### src/rtl/instr_execute_unit.sv
// instr_execute_unit
// Single-cycle execute stage for a small 8-bit machine. It consumes the
// 24-bit instruction word from the fetch stage and returns the branch request
// (PCSrc, immediate) that steers the PC. It holds a 4x8-bit register file,
// the Z/C flags, an 8-bit output port and a shift-add multiplier. Multi-cycle
// work (MUL) and HALT hold the PC by requesting a branch to the current PC.
//
// Ports:
//   CLK        in   1   system clock, all state updates on rising edge
//   nReset     in   1   asynchronous active-low reset
//   instr      in   24  current instruction (combinational from ROM at pc)
//   pc         in   8   current PC from the fetch stage
//   PCSrc      out  1   1 = fetch loads immediate next edge, 0 = PC+1
//   immediate  out  8   branch target
//   out_port   out  8   registered output port
//   busy       out  1   multiplier in progress
//   halted     out  1   HALT executed

module instr_execute_unit (
  input  logic        CLK,
  input  logic        nReset,
  input  logic [23:0] instr,
  input  logic [7:0]  pc,
  output logic        PCSrc,
  output logic [7:0]  immediate,
  output logic [7:0]  out_port,
  output logic        busy,
  output logic        halted
);

  typedef enum logic [1:0] {
    ST_IDLE,
    ST_MUL,
    ST_HALT
  } state_t;

  localparam logic [3:0] OP_NOP  = 4'h0;
  localparam logic [3:0] OP_LDI  = 4'h1;
  localparam logic [3:0] OP_ADD  = 4'h2;
  localparam logic [3:0] OP_SUB  = 4'h3;
  localparam logic [3:0] OP_AND  = 4'h4;
  localparam logic [3:0] OP_OR   = 4'h5;
  localparam logic [3:0] OP_XOR  = 4'h6;
  localparam logic [3:0] OP_ADDI = 4'h7;
  localparam logic [3:0] OP_JMP  = 4'h8;
  localparam logic [3:0] OP_JZ   = 4'h9;
  localparam logic [3:0] OP_JC   = 4'hA;
  localparam logic [3:0] OP_MUL  = 4'hB;
  localparam logic [3:0] OP_OUT  = 4'hC;
  localparam logic [3:0] OP_HALT = 4'hF;

  state_t      state;
  logic [7:0]  regs [4];
  logic        z_flag;
  logic        c_flag;

  // Multiplier working registers; mul_rd remembers the destination so the
  // write-back does not depend on the instruction still being presented.
  logic [15:0] acc;
  logic [15:0] mcand;
  logic [7:0]  mplier;
  logic [2:0]  cnt;
  logic [1:0]  mul_rd;

  logic [3:0]  opcode;
  logic [1:0]  rd_idx;
  logic [1:0]  rs_idx;
  logic [7:0]  imm;
  logic [7:0]  rd_val;
  logic [7:0]  rs_val;

  logic [7:0]  alu_res;
  logic        alu_c;
  logic        alu_we;
  logic        flag_we;

  logic [15:0] mul_addend;
  logic [15:0] acc_next;
  logic        mul_last;

  // Bits [15:8] of the instruction carry no meaning for this machine.
  logic        unused_instr_bits;

  assign opcode            = instr[23:20];
  assign rd_idx            = instr[19:18];
  assign rs_idx            = instr[17:16];
  assign imm               = instr[7:0];
  assign unused_instr_bits = ^instr[15:8];

  assign rd_val = regs[rd_idx];
  assign rs_val = regs[rs_idx];

  // Single-cycle ALU. The 9-bit add/subtract puts the carry (or, for SUB,
  // the borrow when rd < rs unsigned) into bit 8.
  always_comb begin
    alu_res = 8'h00;
    alu_c   = 1'b0;
    alu_we  = 1'b0;
    flag_we = 1'b0;
    case (opcode)
      OP_LDI: begin
        alu_res = imm;
        alu_we  = 1'b1;
      end
      OP_ADD: begin
        {alu_c, alu_res} = {1'b0, rd_val} + {1'b0, rs_val};
        alu_we  = 1'b1;
        flag_we = 1'b1;
      end
      OP_SUB: begin
        {alu_c, alu_res} = {1'b0, rd_val} - {1'b0, rs_val};
        alu_we  = 1'b1;
        flag_we = 1'b1;
      end
      OP_AND: begin
        alu_res = rd_val & rs_val;
        alu_we  = 1'b1;
        flag_we = 1'b1;
      end
      OP_OR: begin
        alu_res = rd_val | rs_val;
        alu_we  = 1'b1;
        flag_we = 1'b1;
      end
      OP_XOR: begin
        alu_res = rd_val ^ rs_val;
        alu_we  = 1'b1;
        flag_we = 1'b1;
      end
      OP_ADDI: begin
        {alu_c, alu_res} = {1'b0, rd_val} + {1'b0, imm};
        alu_we  = 1'b1;
        flag_we = 1'b1;
      end
      default: begin
        alu_res = 8'h00;
      end
    endcase
  end

  // One shift-add step; on the eighth step (cnt==7) acc_next is the product.
  assign mul_addend = mplier[0] ? mcand : 16'h0000;
  assign acc_next   = acc + mul_addend;
  assign mul_last   = (cnt == 3'd7);

  // Branch request. MUL and HALT freeze fetch by branching to the current pc;
  // the multiplier releases the PC on its final step so the next instruction
  // is fetched in the same edge that writes the product back.
  always_comb begin
    PCSrc     = 1'b0;
    immediate = imm;
    case (state)
      ST_HALT: begin
        PCSrc     = 1'b1;
        immediate = pc;
      end
      ST_MUL: begin
        if (!mul_last) begin
          PCSrc     = 1'b1;
          immediate = pc;
        end
      end
      default: begin
        case (opcode)
          OP_MUL, OP_HALT: begin
            PCSrc     = 1'b1;
            immediate = pc;
          end
          OP_JMP:  PCSrc = 1'b1;
          OP_JZ:   PCSrc = z_flag;
          OP_JC:   PCSrc = c_flag;
          default: PCSrc = 1'b0;
        endcase
      end
    endcase
  end

  // Main state machine: executes single-cycle ops in IDLE, steps the
  // multiplier in MUL, and parks in HALT until reset. Reset abandons any
  // multiply in flight without writing the destination register.
  always_ff @(posedge CLK or negedge nReset) begin
    if (!nReset) begin
      state    <= ST_IDLE;
      for (int i = 0; i < 4; i++) regs[i] <= 8'h00;
      z_flag   <= 1'b0;
      c_flag   <= 1'b0;
      out_port <= 8'h00;
      acc      <= 16'h0000;
      mcand    <= 16'h0000;
      mplier   <= 8'h00;
      cnt      <= 3'd0;
      mul_rd   <= 2'd0;
    end else begin
      case (state)
        ST_IDLE: begin
          if (opcode == OP_MUL) begin
            acc    <= 16'h0000;
            mcand  <= {8'h00, rd_val};
            mplier <= rs_val;
            cnt    <= 3'd0;
            mul_rd <= rd_idx;
            state  <= ST_MUL;
          end else if (opcode == OP_HALT) begin
            state <= ST_HALT;
          end else begin
            if (alu_we) regs[rd_idx] <= alu_res;
            if (flag_we) begin
              z_flag <= (alu_res == 8'h00);
              c_flag <= alu_c;
            end
            if (opcode == OP_OUT) out_port <= rd_val;
          end
        end
        ST_MUL: begin
          acc    <= acc_next;
          mcand  <= mcand << 1;
          mplier <= mplier >> 1;
          cnt    <= cnt + 3'd1;
          if (mul_last) begin
            regs[mul_rd] <= acc_next[7:0];
            z_flag       <= (acc_next[7:0] == 8'h00);
            c_flag       <= |acc_next[15:8];
            cnt          <= 3'd0;
            state        <= ST_IDLE;
          end
        end
        ST_HALT: begin
          state <= ST_HALT;
        end
        default: begin
          state <= ST_IDLE;
        end
      endcase
    end
  end

  assign busy   = (state == ST_MUL);
  assign halted = (state == ST_HALT);

endmodule

### config.mk
export PLATFORM = sky130hd
export DESIGN_NAME = instr_execute_unit
export DESIGN_NICKNAME = d
export VERILOG_FILES = /design/src/rtl/instr_execute_unit.sv
export SDC_FILE = /design/constraint.sdc
export NUM_CORES = 1
export LEC_CHECK = 0
export ABC_AREA = 1
export CORE_AREA = 4 4 135 137
export DETAILED_ROUTE_END_ITERATION = 6
export DIE_AREA = 0 0 139 141
export PLACE_DENSITY = 0.64
export SLEW_MARGIN = 40
export SYNTH_ARGS = -nofsm -noshare
export SYNTH_HDL_FRONTEND = slang
export SYNTH_SLANG_ARGS = --single-unit
### constraint.sdc
create_clock -name CLK -period 4.9 [get_ports CLK]
set_input_delay 0.98 -clock CLK [delete_from_list [all_inputs] [get_ports CLK]]
set_output_delay 0.98 -clock CLK [all_outputs]
set_load 0.01 [all_outputs]
==> run metrics, run 1 <==
status finished, final reports clean; CTS Sinks 89; Initial Util 0.4442; Place WS 0.5041 ns; I/O Pins 53; vias in the first global route 7232; largest family of logic cells by synthesized area simple AND/OR/NAND/NOR gates; Core Area approximately 17000 µm²; Final Skew about 0.011 ns; TritonCTS clock tree done; setup TNS 0 ns; first-pass iteration count of the detailed router 5; Min Clock Period, post-route 4.235 ns; simple-gate portion of the synthesized area 0.3166; largest area contributor in the netlist dfrtp_1; Mapped Cells ~1200; fmax 0.2361 GHz; final worst slack 0.6646 ns; routed wire length 22800 µm; synth unique cells 40; Die ar. 19600 µm²; Synth Net Count 1259; CP Class in -> out; synth cell count leaders nand2_1 (337), inv_1 (184), nor2_1 (117), dfrtp_1 (89), nand3_1 (85); diode count 0; Avg WL per Cell around 16 µm; Initial DRC Count 531; global-route wire length before repair 37470 µm; number of setup buffers added after CTS 0; latest clock arrival within the worst-skew pair 0.36 ns; CP dominant cell by count clkdlybuf4s50_1; CTS H-tree depth 3; startpoint types input port; peak supply drop 0.1801 mV; via count 7723; multiplexer share of the synthesized area 0; Via density 5.371; slowest cell on the critical path clkdlybuf4s50_1; Site Rows 48; largest net degree at the start of global routing 58; Die X 139 µm; RSZ-0062 raised after global routing false; setup violators final 0; DRC Markers 0; GRT Total Usage 0.2341; synth warn 0; initial antenna violation count 0; clock slew at reported path FFs 0.07 ns; Area Overhead vs Synth 13.15%; most common cell in the synthesized netlist nand2_1; Die Height 141 µm; Max Cap Violations 0; grt ovf 0; worst endpoint required time between 3 and 4 ns; CTS Hold Bufs 0; Crit path max-delay family buffers and inverters; top-area cell type share of the netlist area 0.2940; Slew headroom 0.4688; count of pins over their slew limit 0; syn avg cell area 6.486 µm²; TritonCTS buffer count 9; Buf+Inv Stages, Crit Path 3; critical path's largest stage delay 0.59 ns; mapped cell area 7576 µm²; XOR/XNOR Fraction of Synth Area 0.006936; largest cells by area after synthesis dfrtp_1 (29%), nand2_1 (17%), inv_1 (9.1%), ha_1 (8.8%), nor2_1 (5.8%); Final period util 0.8644; post-DP HPWL between 15000 and 20000 µm; Nets 1299; Hold Crit Class reg -> reg; layout cells sized above 1 0.03875; Buffers on Ports 44; clock buffer depth 2; ys async rst share 1.000; Critical Path AT 3.26 ns; actual slew at the worst max-slew pin a little under 0.8 ns; Seq cells post-synth 89; Pleak 4.696 nW; CTS Root Cell clkbuf_16; Gates resized, CTS repair 0; post-route ant nets 0; CP endpoint kind output pin; ys flop type dfrtp_1; pwr/cell area 206.2 nW/µm²; Final Wtd Congestion a little over 0.9; sequential area share after synthesis 0.2940; crit path cell chain clkdlybuf4s50_1 -> nand2_1 -> nor2_2 -> inv_1 -> a21oi_1 -> o21ai_0 -> o211ai_1 -> clkdlybuf4s50_1; CP Max Fanout 10; adder-cell share of the synthesized area 0.09810; number of synthesized flops with an enable pin 0; final hold violations 0; post-synthesis compound-gate area fraction 0.1736
==> sequential cells by signal (all words and copies together) (netlist names) <==
name      count
state         2
acc          16
out_port      8
z_flag        1
mul_rd        2
cnt           3
mcand        16
regs         32
c_flag        1
mplier        8
==> area by class of cell <==
class / count / area (µm²)
Inverter: 186 / 698.2
Tap cell: 225 / 281.5
Timing Repair Buffer: 59 / 554.3
Clock buffer: 9 / 225.2
Clock inverter: 7 / 72.57
Sequential cell: 89 / 2227
Multi-Input combinational cell: 863 / 4513
Fill cell: 1789 / 8484
==> metal layers <==
metal | share of wire | routed length [µm] | track usage
met5 | 0 | 0 | 0
met4 | 0.028 | 627 | 0.07878
met3 | 0.046 | 1055 | 0.02442
met2 | 0.45 | 10360 | 0.3751
met1 | 0.47 | 10750 | 0.3321
==> cells in the final DEF, fill, tap and decap left out, types with 2 or more instances in the layout <==
cell / n
a2bb2oi_1: 2
nand4_1: 18
fa_1: 4
nand2_2: 2
o21ai_0: 53
nor2_2: 6
o31a_1: 2
nor3_1: 5
o221ai_1: 4
dfrtp_1: 89
and2_1: 2
ha_1: 53
buf_4: 15
nor2_1: 117
o21ai_2: 3
clkdlybuf4s50_1: 43
a21oi_1: 82
o21a_1: 8
o22ai_1: 16
a22oi_1: 19
a22o_1: 6
o21bai_1: 3
inv_2: 2
xor2_1: 5
o21ai_1: 6
clkinv_4: 2
nand3b_1: 4
clkbuf_16: 9
nand2_1: 337
a32oi_1: 9
nand3_1: 85
inv_1: 184
inv_8: 2
o211ai_1: 5
==> tightest hold or removal path: cells and delay by family (launching register included) <==
kind	cells	cell delay (ns)
flops	1	0.35
simple gates	1	0.05
compound gates	1	0.06
==> stage by stage <==
step / cells / total power [mW] / hold WS (ns) / utilization / instance area [µm²]
6_report: 1438 / 1.768 / 0.4877 / 0.5026 / 8572
5_1_grt: 1438 / 1.851 / 0.5150 / 0.5026 / 8572
4_1_cts: 1438 / 1.774 / 0.4909 / 0.5021 / 8564
3_5_place_dp: 1422 / 1.080 / 0.4729 / 0.4847 / 8267
3_3_place_gp: 1421 / 1.078 / 0.4676 / 0.4842 / 8259
2_1_floorplan: 1168 / 0.9549 / 0.4437 / - / 7576
==> where the power goes <==
part | leakage (nW) | internal [mW] | switching, mW
clock network | 0.143 | 0.359 | 0.339
registers | 1.11 | 0.736 | 0.00140
logic | 3.45 | 0.114 | 0.218
==> cells by family after synthesis <==
kind of cell               Yosys count
AOI/OAI and AO/OA                  221
xor gates and xnor gates             6
adders and majority gates           57
buffers and inverters              216
DFF                                 89
and+or+nand+nor                    579
==> final timing paths <==
path	cells past startpoint	start	end	slack [ns]
min in group asynchronous	1	nReset	acc[15]$_DFFE_PN0P_	0.58
max reg2reg	14	mplier[0]$_DFFE_PN0P_	z_flag$_DFFE_PN0P_	1.83
max in group asynchronous	2	nReset	regs[26]$_DFFE_PN0P_	3.45
min	2	regs[25]$_DFFE_PN0P_	regs[25]$_DFFE_PN0P_	0.49
min reg2reg	2	regs[25]$_DFFE_PN0P_	regs[25]$_DFFE_PN0P_	0.49
max	8	instr[21]	immediate[0]	0.66
Note: power is estimated with default switching activity, not from simulation.
==> run 2: changes to the inputs <==
--- a/config.mk
+++ b/config.mk
@@ -6,10 +6,10 @@
 export NUM_CORES = 1
 export LEC_CHECK = 0
 export ABC_AREA = 1
-export CORE_AREA = 4 4 135 137
+export CORE_AREA = 2 2 141 143
 export DETAILED_ROUTE_END_ITERATION = 6
-export DIE_AREA = 0 0 139 141
-export PLACE_DENSITY = 0.64
+export DIE_AREA = 0 0 143 145
+export PLACE_DENSITY = 0.58
 export SLEW_MARGIN = 40
 export SYNTH_ARGS = -nofsm -noshare
 export SYNTH_HDL_FRONTEND = slang
==> run 2 against run 1 <==
Clock power shrank 3.6%. Clock skew down 0.0044 ns. Clock-buffer cell count grew 3. First-iteration DRC count up 18%. Critical path type is now in -> reg. Largest cell class unchanged. Largest power group unchanged.
==> run metrics, run 2 (same netlist as run 1, synthesis figures left out) <==
diode count 0 (unchanged); Avg WL per Cell 15.92 µm (+0.42%); Net Sw Frac 0.3024 (-0.01357); internal power 1.222 mW (+1.0%); CTS H-tree depth 3 (unchanged); Site Rows 51 (+6.3%); CTS Hold Bufs 0 (unchanged); pwr/cell area 203.6 nW/µm² (-1.3%); slowest cell on the critical path clkdlybuf4s50_1; Hold Crit Class reg -> reg; I/O Pins 53 (unchanged); latest clock arrival within the worst-skew pair 0.36 ns (about the same); Die X 143 µm (+2.9%); Initial DRC Count 626 (+18%); setup violators final 0 (unchanged); RSZ-0062 raised after global routing false; post-route ant nets 0 (unchanged); final worst slack 0.6391 ns (-0.02546 ns); fmax 0.2347 GHz (-0.60%); register with the most flip-flops regs; actual slew at the worst max-slew pin 0.8269 ns (+0.03091 ns); global-route wire length before repair 37450 µm (about the same); GRT Total Usage 0.2305 (-0.003584); Initial Util 0.3944 (-0.04974); Die ar. 20740 µm² (+5.8%); Area Overhead vs Synth 13.49%; TritonCTS buffer count 9 (unchanged); Clock power frac 0.385 (-0.010); largest registers regs x32, acc x16, mcand x16; Final Wtd Congestion 0.9108 (-1.3%); Max Cap Violations 0 (unchanged); CP endpoint kind flip-flop; crit path cell chain clkdlybuf4s50_1 -> inv_1 -> nand2_1 -> o22ai_1 -> a21oi_1 -> o21a_1 -> inv_1 -> ha_1 -> fa_1 -> nor2_1 -> nor2_1 -> nand2_1 -> nand2_1 -> nor2_1 -> nand2_1 -> nor2_1 -> nand2_1 -> nor2_1 -> nand3_1 -> nor2_1 -> nor2_1 -> nor2_1; CP Max Fanout 9 (-1); CTS Root Cell clkbuf_16; Place WS 0.3174 ns (-0.1866 ns); CP Class in -> reg; combinational power share 0.194 (+0.006); startpoint types input port; max reg flops 32 (unchanged); Buffers on Ports 44 (unchanged); Final period util 0.8696 (+0.005196); clock slew at reported path FFs 0.06 ns (about the same); Critical Path AT 4.55 ns (+1.29 ns); r2r setup slk 1.75 ns (-0.08 ns); commonest cells after routing, fill and taps aside nand2_1 (337), inv_1 (184), nor2_1 (117), dfrtp_1 (89), nand3_1 (85); peak supply drop 0.1970 mV (+9.4%); Die Height 145 µm (+2.8%); Min Clock Period, post-route 4.261 ns (+0.02546 ns); critical path's largest stage delay 0.53 ns (-0.06 ns); initial antenna violation count 0 (unchanged); layout cells sized above 1 0.03551 (-0.003239); worst endpoint required time 5.19 ns (+1.27 ns); sequential power share 0.421 (+0.004); Pleak 4.679 nW (-0.36%); first-pass iteration count of the detailed router 5 (unchanged); CTS Sinks 89 (unchanged); largest net degree at the start of global routing 55 (-5.2%); post-DP HPWL 18350 µm (+1.2%); Slew headroom 0.4469 (-0.02189); P_sw 0.5295 mW (-5.2%); Core Area 19210 µm² (+13%); via count 7618 (-1.4%); final hold violations 0 (unchanged); clock buffer depth 2 (unchanged); fillers 2070 (+16%); status finished, final reports clean; Buf+Inv Stages, Crit Path 3 (unchanged); DRC Markers 0 (unchanged); Crit path max-delay family simple AND/OR/NAND/NOR gates; count of pins over their slew limit 0 (unchanged); Final Skew 0.006480 ns (-0.004444 ns); number of setup buffers added after CTS 0 (unchanged); routed wire length 23500 µm (+3.1%); grt ovf 0 (unchanged); setup TNS 0 ns (unchanged); Gates resized, CTS repair 0 (unchanged); TritonCTS clock tree done; vias in the first global route 7098 (-1.9%); Nets 1297 (-0.15%); commonest non-fill, non-tap cell in the layout nand2_1; Power Total 1.751 mW (-0.96%); Via density 5.161 (-3.9%); CP dominant cell by count nor2_1
-- run 2: stage by stage --
stage               hold slack (ns)  area (µm²)  instances    util
global placement             0.4692        8307       1459  0.4325
floorplan                    0.4437        7576       1168       -
CTS                          0.4893        8591       1475  0.4473
global route                 0.5075        8598       1476  0.4477
finish                       0.4832        8598       1476  0.4477
detailed placement           0.4732        8307       1459  0.4325
-- run 2: layer usage --
layer,global-route usage,up-vias,part of all wire
met5,0,-,0
met4,0.06287,0,0.019
met3,0.03861,29,0.048
met2,0.3550,177,0.46
met1,0.3328,3542,0.48
li1,-,3870,-
-- run 2: cell type report --
type	count	area, µm²	share of cell area
clock buffers	12	256.5	0.02983
clock inverters	4	27.53	0.003201
inverters	186	698.2	0.08120
multi-input cells	863	4509	0.5244
flip-flops and latches	89	2227	0.2590
well taps	265	331.6	0.03856
repair buffers	57	548.0	0.06374
-- run 2: worst paths after layout --
check	start	endpoint	cells after the start
setup / recovery	instr[19]	z_flag$_DFFE_PN0P_	22
max in group asynchronous	nReset	regs[22]$_DFFE_PN0P_	2
min in group asynchronous	nReset	state[1]$_DFFE_PN0P_	1
setup reg to reg	regs[24]$_DFFE_PN0P_	z_flag$_DFFE_PN0P_	20
hold / removal	mcand[15]$_DFFE_PN0P_	mcand[15]$_DFFE_PN0P_	2
hold reg to reg	mcand[15]$_DFFE_PN0P_	mcand[15]$_DFFE_PN0P_	2
-- run 2: worst min-delay path, stage by stage (launching register included) --
cell	delay, ns
dfrtp_1	0.34
nand2_1	0.05
o21ai_0	0.06
-- run 2: power by group through the flow --
| stage | clock network, mW | logic [mW] | registers (mW) |
|---|---|---|---|
| floorplan | 0 | 0.202 | 0.753 |
| global placement | 0 | 0.336 | 0.752 |
| detailed placement | 0 | 0.336 | 0.752 |
| CTS | 0.690 | 0.338 | 0.738 |
| global route | 0.720 | 0.380 | 0.738 |
| finish | 0.674 | 0.339 | 0.738 |
